--- src/rtl/serial_addsub.sv ---
// Bit-serial WIDTH-bit adder/subtractor, LSB first, one bit per clock.
// Each bit is a full adder/subtractor built from two half cells plus a carry/borrow flop.

module serial_addsub_ha (
    input  logic i_x,
    input  logic i_y,
    output logic o_s,
    output logic o_c
);
    assign o_s = i_x ^ i_y;
    assign o_c = i_x & i_y;
endmodule

module serial_addsub_hs (
    input  logic i_x,
    input  logic i_y,
    output logic o_d,
    output logic o_b
);
    assign o_d = i_x ^ i_y;
    assign o_b = ~i_x & i_y;
endmodule

module serial_addsub #(
    parameter int WIDTH = 4
) (
    input  logic             clk,
    input  logic             rst,
    input  logic             start,
    input  logic             mode,
    input  logic [WIDTH-1:0] a,
    input  logic [WIDTH-1:0] b,
    output logic             busy,
    output logic             done,
    output logic [WIDTH-1:0] result,
    output logic             cout
);
    localparam int CNT_W = (WIDTH > 2) ? $clog2(WIDTH) : 1;
    localparam logic [CNT_W-1:0] LAST_BIT = CNT_W'(WIDTH - 1);

    localparam logic [1:0] IDLE = 2'd0;
    localparam logic [1:0] RUN  = 2'd1;
    localparam logic [1:0] DONE = 2'd2;

    logic [1:0]       r_state;
    logic [WIDTH-1:0] r_sa;
    logic [WIDTH-1:0] r_sb;
    logic             r_m;
    logic             r_cb;
    logic [CNT_W-1:0] r_cnt;
    logic [WIDTH-2:0] r_acc;
    logic [WIDTH-1:0] r_result;
    logic             r_cout;

    logic w_ha1_s, w_ha1_c, w_ha2_s, w_ha2_c;
    logic w_hs1_d, w_hs1_b, w_hs2_d, w_hs2_b;
    logic w_s, w_cb_next;
    logic [WIDTH-1:0] w_acc_next;

    // Cascade of two half cells: the second folds in the registered carry/borrow.
    serial_addsub_ha u_ha1 (.i_x(r_sa[0]), .i_y(r_sb[0]), .o_s(w_ha1_s), .o_c(w_ha1_c));
    serial_addsub_ha u_ha2 (.i_x(w_ha1_s), .i_y(r_cb),    .o_s(w_ha2_s), .o_c(w_ha2_c));
    serial_addsub_hs u_hs1 (.i_x(r_sa[0]), .i_y(r_sb[0]), .o_d(w_hs1_d), .o_b(w_hs1_b));
    serial_addsub_hs u_hs2 (.i_x(w_hs1_d), .i_y(r_cb),    .o_d(w_hs2_d), .o_b(w_hs2_b));

    always_comb begin
        w_s       = 1'b0;
        w_cb_next = 1'b0;
        if (r_m) begin
            w_s       = w_hs2_d;
            w_cb_next = w_hs1_b | w_hs2_b;
        end else begin
            w_s       = w_ha2_s;
            w_cb_next = w_ha1_c | w_ha2_c;
        end
    end

    // acc only keeps the WIDTH-1 bits already shifted in; the current bit completes the word.
    assign w_acc_next = {w_s, r_acc};

    always_ff @(posedge clk) begin
        if (rst) begin
            r_state  <= IDLE;
            r_sa     <= '0;
            r_sb     <= '0;
            r_m      <= 1'b0;
            r_cb     <= 1'b0;
            r_cnt    <= '0;
            r_acc    <= '0;
            r_result <= '0;
            r_cout   <= 1'b0;
        end else begin
            case (r_state)
                IDLE: begin
                    if (start) begin
                        r_sa    <= a;
                        r_sb    <= b;
                        r_m     <= mode;
                        r_cb    <= 1'b0;
                        r_cnt   <= '0;
                        r_state <= RUN;
                    end
                end
                RUN: begin
                    r_sa  <= r_sa >> 1;
                    r_sb  <= r_sb >> 1;
                    r_acc <= w_acc_next[WIDTH-1:1];
                    r_cb  <= w_cb_next;
                    if (r_cnt == LAST_BIT) begin
                        r_result <= w_acc_next;
                        r_cout   <= w_cb_next;
                        r_state  <= DONE;
                    end else begin
                        r_cnt <= r_cnt + 1'b1;
                    end
                end
                DONE:    r_state <= IDLE;
                default: r_state <= IDLE;
            endcase
        end
    end

    assign busy   = (r_state == RUN) || (r_state == DONE);
    assign done   = (r_state == DONE);
    assign result = r_result;
    assign cout   = r_cout;
endmodule

--- config.mk ---
export PLATFORM = sky130hd
export DESIGN_NAME = serial_addsub
export DESIGN_NICKNAME = d
export VERILOG_FILES = /design/src/rtl/serial_addsub.sv
export SDC_FILE = /design/constraint.sdc
export NUM_CORES = 1
export LEC_CHECK = 0
export BUFFER_PORTS_ARGS = -buffer_cell sky130_fd_sc_hd__buf_2
export CAP_MARGIN = 10
export CELL_PAD_IN_SITES_DETAIL_PLACEMENT = 0
export CELL_PAD_IN_SITES_GLOBAL_PLACEMENT = 2
export CORE_MARGIN = 3
export CORE_UTILIZATION = 33
export DETAILED_ROUTE_END_ITERATION = 8
export PLACE_DENSITY = 0.89
export SYNTH_ARGS = -nofsm -noshare
export SYNTH_HDL_FRONTEND = slang
export SYNTH_SLANG_ARGS = --single-unit
--- constraint.sdc ---
create_clock -name clk -period 2.1 [get_ports clk]
set_input_delay 0.21 -clock clk [delete_from_list [all_inputs] [get_ports clk]]
set_output_delay 0.21 -clock clk [all_outputs]
set_load 0.005 [all_outputs]
==> flow_metrics.env, run 1 <==
export IMPL_latest_clock_arrival_within_the_worst_skew_pair_ps=310
export IMPL_hold_start="mode"
export IMPL_setup_tns_ps=0
export IMPL_globalplace_congestion=0.706
export IMPL_drtPass1Iterations=4
export IMPL_post_cts_hold_buffer_count=0
export IMPL_final_max_slew_viol_count=0
export IMPL_max_cap_viol_count=0
export IMPL_grt_setup_unrepaired="false"
export IMPL_synthToLayoutAreaGrowth_pct=13.2
export IMPL_via_count=827
export IMPL_detailedRoute_firstIterationViolations=30
export IMPL_min_period_over_period_pct=76.0
export IMPL_combPwrFrac_pct=21.7
export IMPL_clock_power_share_pct=25.9
export IMPL_max_freq_mhz=627
export IMPL_post_route_min_period_ps=1600
export IMPL_antenna_found_initial=0
export IMPL_floorplan_initialDensity_pct=35.2
export IMPL_core_um2=3100
export IMPL_pin_count_of_the_biggest_net_entering_global_routing=26
export IMPL_seq_area_frac_synth_pct=40.4
export IMPL_post_cts_buffers=0
export IMPL_switching_share_pct=28.8
export IMPL_crit_path_start="r_state[0]$_SDFFE_PP0P_"
export IMPL_grt_util_all_layers_pct=11.0
export IMPL_p_total_w=0.000899
export IMPL_sw_pwr_w=0.000259
export IMPL_cp_end_kind="flop"
export IMPL_synth_area_per_cell_um2=9.33
export IMPL_groute_layer_met3_usage_pct=3.92
export IMPL_fp_dieW_um=63.5
export IMPL_run_status="completed"
export IMPL_worstHoldPathCells=3
export IMPL_fill_cells=341
export IMPL_residual_overflow_from_global_routing=0
export IMPL_maxSlewHeadroom_pct=69.4
export IMPL_final_layout_size_suffix_gt1_share_pct=22.7
export IMPL_cts_repair_resize_count=0
export IMPL_route_detailed_vias_per_inst=4.70
export IMPL_power_density_nw_per_um2=728
export IMPL_cts_htree_levels=1
export IMPL_routedWlPerCell_um=11.5
export IMPL_cell_internal_power_w=0.000640
export IMPL_crit_fanout=15
export IMPL_cts_root_to_sink_buffers=2
export IMPL_global_route_usage_met1_pct=13.5
export IMPL_dp_hpwl_mm=1.48
export IMPL_regToRegStartpoint="r_state[0]$_SDFFE_PP0P_"
export IMPL_cell_area_after_technology_mapping_um2=1090
export IMPL_critical_path_source_type="flop"
export IMPL_seqPwrFrac_pct=52.4
export IMPL_reg2reg_slack_ps=500
export IMPL_top_level_ports=19
export IMPL_postSynthNetCount=136
export IMPL_report_final_hold_viol_count=0
export IMPL_vdd_ir_drop_worst_uv=428
export IMPL_use_met2_pct=18.4
export IMPL_hold_slack_ps=155
export IMPL_worst_ep_arrival_time_ps=1840
export IMPL_post_synth_num_cell_types=27
export IMPL_dieArea_um2=4030
export IMPL_worst_clock_skew_ps=9.21
export IMPL_finalSetupViolations=0
export IMPL_yosys_register_bits=22
export IMPL_clock_tree_from_tritoncts="yes"
export IMPL_cts_buffers_inserted=3
export IMPL_number_of_cells_on_the_worst_reg_to_reg_path=5
export IMPL_clock_tree_root_cell="sky130_fd_sc_hd__clkbuf_4"
export IMPL_clk_pin_slew_ps=130
export IMPL_buffer_ports_inserted=18
export IMPL_worst_endpoint_required_ps=2350
export IMPL_tightestPinTransition_ps=459
export IMPL_placementRows=20
export IMPL_finalWirelength_mm=2.03
export IMPL_grt_pass1_wl_mm=3.57
export IMPL_drc=0
export IMPL_holdCritPathClass="primary input to flop"
export IMPL_dieHeight_um=63.5
export IMPL_globalRoute_busiestLayer="met2"
export IMPL_cts_sinks=22
export IMPL_antenna_violating_nets_post_route=0
export IMPL_fin_nets=152
export IMPL_regToRegEndpoint="r_cb$_SDFFE_PP0P_"
export IMPL_synthesis_yosys_warnings=0
export IMPL_type_of_the_setup_path_with_the_least_slack="flop to flop"
export IMPL_insertedDiodeCount=0
export IMPL_via_count_of_the_first_global_routing_pass=813
export IMPL_syn_instance_count=117
export IMPL_leakagePower_nw=0.487
export IMPL_holdPathEnd="r_m$_SDFFE_PP0P_"
cells in the final DEF, fill, tap and decap left out:
cell type / n
sky130_fd_sc_hd__mux2i_1: 9
sky130_fd_sc_hd__mux2_4: 1
sky130_fd_sc_hd__nor2b_1: 3
sky130_fd_sc_hd__o32ai_1: 4
sky130_fd_sc_hd__nand3_1: 6
sky130_fd_sc_hd__a21o_1: 1
sky130_fd_sc_hd__nand2b_1: 5
sky130_fd_sc_hd__a31oi_1: 2
sky130_fd_sc_hd__inv_1: 7
sky130_fd_sc_hd__nor3_1: 2
sky130_fd_sc_hd__a21oi_1: 10
sky130_fd_sc_hd__and2b_2: 2
sky130_fd_sc_hd__nand2_1: 7
sky130_fd_sc_hd__ha_1: 5
sky130_fd_sc_hd__nor2_1: 8
sky130_fd_sc_hd__fa_1: 2
sky130_fd_sc_hd__o211ai_1: 1
sky130_fd_sc_hd__a22oi_1: 1
sky130_fd_sc_hd__clkbuf_4: 3
sky130_fd_sc_hd__a211oi_2: 2
sky130_fd_sc_hd__or2_1: 1
sky130_fd_sc_hd__a211oi_1: 5
sky130_fd_sc_hd__dfxtp_1: 22
sky130_fd_sc_hd__nor2_2: 2
sky130_fd_sc_hd__clkbuf_8: 1
sky130_fd_sc_hd__buf_2: 18
sky130_fd_sc_hd__and2_1: 1
sky130_fd_sc_hd__buf_4: 1
power by group through the flow:
stage | Combinational, W | Clock (W) | Sequential (W)
after floorplan | 0.000166 | 0 | 0.000475
after global placement | 0.000192 | 0 | 0.000480
after detailed placement | 0.000198 | 0 | 0.000481
after CTS | 0.000198 | 0.000246 | 0.000472
after global routing | 0.000220 | 0.000261 | 0.000477
final | 0.000195 | 0.000233 | 0.000471
final cells by class:
class                           instances  area [um2]  area share (%)
Inverter                                7        26.3            2.13
Sequential cell                        22         440            35.7
Clock buffer                            4        36.3            2.94
Timing Repair Buffer                   19        97.6            7.90
Tap cell                               44        55.1            4.46
Multi-Input combinational cell         80         579            46.9
layer usage:
| metal | vias to the layer above | wire [um] |
|---|---|---|
| li1 | 436 | - |
| met1 | 377 | 971 |
| met2 | 12 | 964 |
| met3 | 2 | 75 |
| met4 | 0 | 15 |
| met5 | - | 0 |
cell families after synthesis:
group           after synthesis  synth area share [%]
mux                          10                  9.63
flops                        22                  40.4
fa+ha+maj                     7                  9.40
compound gates               26                  16.7
buf+inv                      15                  6.54
simple gates                 37                  17.3
sequential cells by signal, indices dropped and copies added (netlist names):
name / flops
cout: 1
r_acc: 3
r_cb: 1
r_cnt: 2
r_m: 1
r_sa: 4
r_sb: 4
r_state: 2
result: 4
synthesized netlist by cell type:
cell type                  count  area [um2]
sky130_fd_sc_hd__dfxtp_1      22         440
sky130_fd_sc_hd__a21oi_1      10        50.1
sky130_fd_sc_hd__mux2i_1       9        90.1
sky130_fd_sc_hd__nor2_1        8        30.0
sky130_fd_sc_hd__inv_1         7        26.3
sky130_fd_sc_hd__nand2_1       7        26.3
sky130_fd_sc_hd__nand3_1       6        30.0
sky130_fd_sc_hd__a211oi_1      5        37.5
sky130_fd_sc_hd__ha_1          5        62.6
sky130_fd_sc_hd__nand2b_1      5        31.3
sky130_fd_sc_hd__clkbuf_1      4        15.0
sky130_fd_sc_hd__o32ai_1       4        35.0
sky130_fd_sc_hd__buf_2         3        15.0
sky130_fd_sc_hd__nor2b_1       3        18.8
sky130_fd_sc_hd__a211oi_2      2        25.0
sky130_fd_sc_hd__a31oi_1       2        12.5
sky130_fd_sc_hd__and2b_2       2        17.5
sky130_fd_sc_hd__fa_1          2        40.0
sky130_fd_sc_hd__nor2_2        2        12.5
sky130_fd_sc_hd__nor3_1        2        10.0
sky130_fd_sc_hd__a21o_1        1        7.51
sky130_fd_sc_hd__a22oi_1       1        7.51
sky130_fd_sc_hd__and2_1        1        6.26
sky130_fd_sc_hd__buf_8         1        15.0
sky130_fd_sc_hd__mux2_4        1        15.0
sky130_fd_sc_hd__o211ai_1      1        7.51
sky130_fd_sc_hd__or2_1         1        6.26
through the flow:
step | utilization [%] | setup WS (ps) | instance area [um2] | instances
after floorplan | - | 665 | 1090 | 117
after global placement | 38.6 | 585 | 1200 | 172
after detailed placement | 38.6 | 500 | 1200 | 172
after CTS | 39.8 | 476 | 1230 | 176
after global routing | 39.8 | 375 | 1230 | 176
final | 39.8 | 505 | 1230 | 176
how the worst max path moves through the flow:
stage                                       end  slack (ps)
after floorplan           r_cnt[0]$_SDFFE_PP0P_         670
after global placement        r_cb$_SDFFE_PP0P_         580
after detailed placement      r_cb$_SDFFE_PP0P_         500
after CTS                     r_cb$_SDFFE_PP0P_         480
after global routing          r_cb$_SDFFE_PP0P_         370
final                         r_cb$_SDFFE_PP0P_         500
critical path: stages (launching register included):
cell and delay (ps):
sky130_fd_sc_hd__dfxtp_1 330, sky130_fd_sc_hd__inv_1 110, sky130_fd_sc_hd__ha_1 340, sky130_fd_sc_hd__mux2_4 420, sky130_fd_sc_hd__or2_1 230, sky130_fd_sc_hd__a21oi_1 110
Power figures use the tool's default switching activity.
==> run 2, diff against run 1 <==
==> constraint.sdc (replaced) <==
create_clock -name clk -period 1.5 [get_ports clk]
set_input_delay 0.15 -clock clk [delete_from_list [all_inputs] [get_ports clk]]
set_output_delay 0.15 -clock clk [all_outputs]
set_load 0.005 [all_outputs]
==> run 2 against run 1 <==
Against the previous run: maximum frequency up 15%; routed wire length up 12%; sequential power increased by 41%; final cell count grew 3.4%; critical path type unchanged; design area is 6.3% higher; core utilization increased by 2.5 points; non-clock buffer count rose by 6; largest power group unchanged; via count grew 8.0%; largest cell class unchanged; first-iteration DRC count fell by 10%; flip-flop and latch count did not move; register-to-register slack worse by 390 ps.
==> flow_metrics.env, run 2 (synthesis results as in run 1) <==
export IMPL_run_status="completed"
export IMPL_dp_hpwl_mm=1.51
export IMPL_top_level_ports=19
export IMPL_floorplan_initialDensity_pct=35.2
export IMPL_route_detailed_vias_per_inst=4.91
export IMPL_clock_tree_root_cell="sky130_fd_sc_hd__clkbuf_4"
export IMPL_switching_share_pct=29.9
export IMPL_antenna_violating_nets_post_route=0
export IMPL_hold_start="mode"
export IMPL_max_cap_viol_count=0
export IMPL_grt_util_all_layers_pct=12.0
export IMPL_holdCritPathClass="primary input to flop"
export IMPL_placementRows=20
export IMPL_max_freq_mhz=724
export IMPL_min_period_over_period_pct=92.1
export IMPL_post_cts_hold_buffer_count=0
export IMPL_drtPass1Iterations=4
export IMPL_drc=0
export IMPL_regToRegStartpoint="r_state[0]$_SDFFE_PP0P_"
export IMPL_fill_cells=327
export IMPL_via_count_of_the_first_global_routing_pass=889
export IMPL_clock_power_share_pct=20.8
export IMPL_report_final_hold_viol_count=0
export IMPL_worst_ep_arrival_time_ps=1570
export IMPL_crit_fanout=8
export IMPL_sw_pwr_w=0.000379
export IMPL_insertedDiodeCount=0
export IMPL_seqPwrFrac_pct=52.2
export IMPL_stdcell_area_um2=1310
export IMPL_latest_clock_arrival_within_the_worst_skew_pair_ps=300
export IMPL_combPwrFrac_pct=27.0
export IMPL_final_max_slew_viol_count=0
export IMPL_cts_sinks=22
export IMPL_antenna_found_initial=0
export IMPL_detailedRoute_firstIterationViolations=27
export IMPL_type_of_the_setup_path_with_the_least_slack="flop to flop"
export IMPL_buffer_ports_inserted=18
export IMPL_grt_pass1_wl_mm=3.91
export IMPL_clock_tree_from_tritoncts="yes"
export IMPL_cell_internal_power_w=0.000891
export IMPL_critical_path_source_type="flop"
export IMPL_final_common_cell="sky130_fd_sc_hd__dfxtp_1"
export IMPL_vdd_ir_drop_worst_uv=583
export IMPL_leakagePower_nw=0.519
export IMPL_worst_endpoint_required_ps=1690
export IMPL_cts_root_to_sink_buffers=2
export IMPL_multiInputGateArea_um2=611
export IMPL_placedInstanceArea_um2=1230
export IMPL_cts_buffers_inserted=3
export IMPL_layout_cells_most_common_list="sky130_fd_sc_hd__dfxtp_1 (20), sky130_fd_sc_hd__buf_2 (18), sky130_fd_sc_hd__a21oi_1 (10)"
export IMPL_final_layout_size_suffix_gt1_share_pct=31.2
export IMPL_pin_count_of_the_biggest_net_entering_global_routing=26
export IMPL_post_route_min_period_ps=1380
export IMPL_fp_dieW_um=63.5
export IMPL_finalSetupViolations=0
export IMPL_ff_latch_area_um2=443
export IMPL_fin_nets=159
export IMPL_dieArea_um2=4030
export IMPL_routedWlPerCell_um=12.5
export IMPL_setup_tns_ps=0
export IMPL_final_standard_cell_count_with_taps_included_and_fillers_excluded=182
export IMPL_via_count=893
export IMPL_clk_pin_slew_ps=120
export IMPL_cts_htree_levels=1
export IMPL_core_um2=3100
export IMPL_synthToLayoutAreaGrowth_pct=20.3
export IMPL_placedCellCount=175
export IMPL_dieHeight_um=63.5
export IMPL_power_density_nw_per_um2=968
export IMPL_tightestPinTransition_ps=454
export IMPL_crit_path_start="r_state[0]$_SDFFE_PP0P_"
export IMPL_finalWirelength_mm=2.28
export IMPL_residual_overflow_from_global_routing=0
export IMPL_worst_clock_skew_ps=2.84
export IMPL_maxSlewHeadroom_pct=69.7
export IMPL_cp_end_kind="flop"
export IMPL_globalplace_congestion=0.737
[run 2: changes by cell type in the layout (fill, tap and decap cells not counted), moves of 2 or more]
| cell | before | now |
|---|---|---|
| sky130_fd_sc_hd__dfxtp_1 | 22 | 20 |
| sky130_fd_sc_hd__dfxtp_2 | 0 | 2 |
| sky130_fd_sc_hd__ha_1 | 5 | 3 |
| sky130_fd_sc_hd__buf_4 | 1 | 6 |
[run 2: worst paths after layout]
check	cells after the start	end	slack [ps]
setup reg to reg	6	r_sa[2]$_SDFFE_PP0P_	120
hold / removal	3	r_m$_SDFFE_PP0P_	90
hold reg to reg	2	result[3]$_SDFFE_PP0P_	460
setup / recovery	6	r_sa[2]$_SDFFE_PP0P_	120
[run 2: final cells by class]
class	count	share of cell area (%)
Sequential cell	22	33.7
Tap cell	44	4.19
Clock buffer	3	1.72
Timing Repair Buffer	25	11.8
Inverter	7	2.00
Multi-Input combinational cell	81	46.5
[run 2: stage by stage]
step / util (%) / hold slack (ps) / power [W] / setup WS, ps
after floorplan: - / 297 / 0.000898 / 65.2
after global placement: 39.8 / 437 / 0.000965 / 69.1
after detailed placement: 39.8 / 426 / 0.000974 / 16.2
after CTS: 40.6 / 92.9 / 0.00124 / 12.7
after global routing: 42.3 / 81.2 / 0.00136 / -7.84
final: 42.3 / 94.5 / 0.00127 / 118
[run 2: what timing repair did]
action,in CTS,in global routing
cloned,0,1
pin swaps,0,0
resized for setup,1,7
buffers inserted,0,3
setup endpoints to repair,1,7
[run 2: power groups by stage]
stage               clock (W)  sequential [W]  combinational [W]
detailed placement          0        0.000675           0.000299
finish               0.000264        0.000663           0.000343
global placement            0        0.000672           0.000293
global route         0.000302        0.000669           0.000388
floorplan                   0        0.000665           0.000233
CTS                  0.000274        0.000661           0.000302
[run 2: metal layers]
layer  vias up  track usage [%]  wire, um  part of all wire (%)
met5         -                0         0                     0
met4         0             1.62         0                     0
met3         0             4.46        90                   3.9
met2        14             21.4      1120                    49
met1       429             14.0      1070                    47
li1        450                -         -                     -
[run 2: worst max-delay path, cell delays in order (launching register included)]
cell and delay, ps:
sky130_fd_sc_hd__dfxtp_1 370, sky130_fd_sc_hd__inv_1 90, sky130_fd_sc_hd__ha_4 190, sky130_fd_sc_hd__mux2_4 350, sky130_fd_sc_hd__buf_4 150, sky130_fd_sc_hd__nor2_2 80
sky130_fd_sc_hd__a211oi_2 50
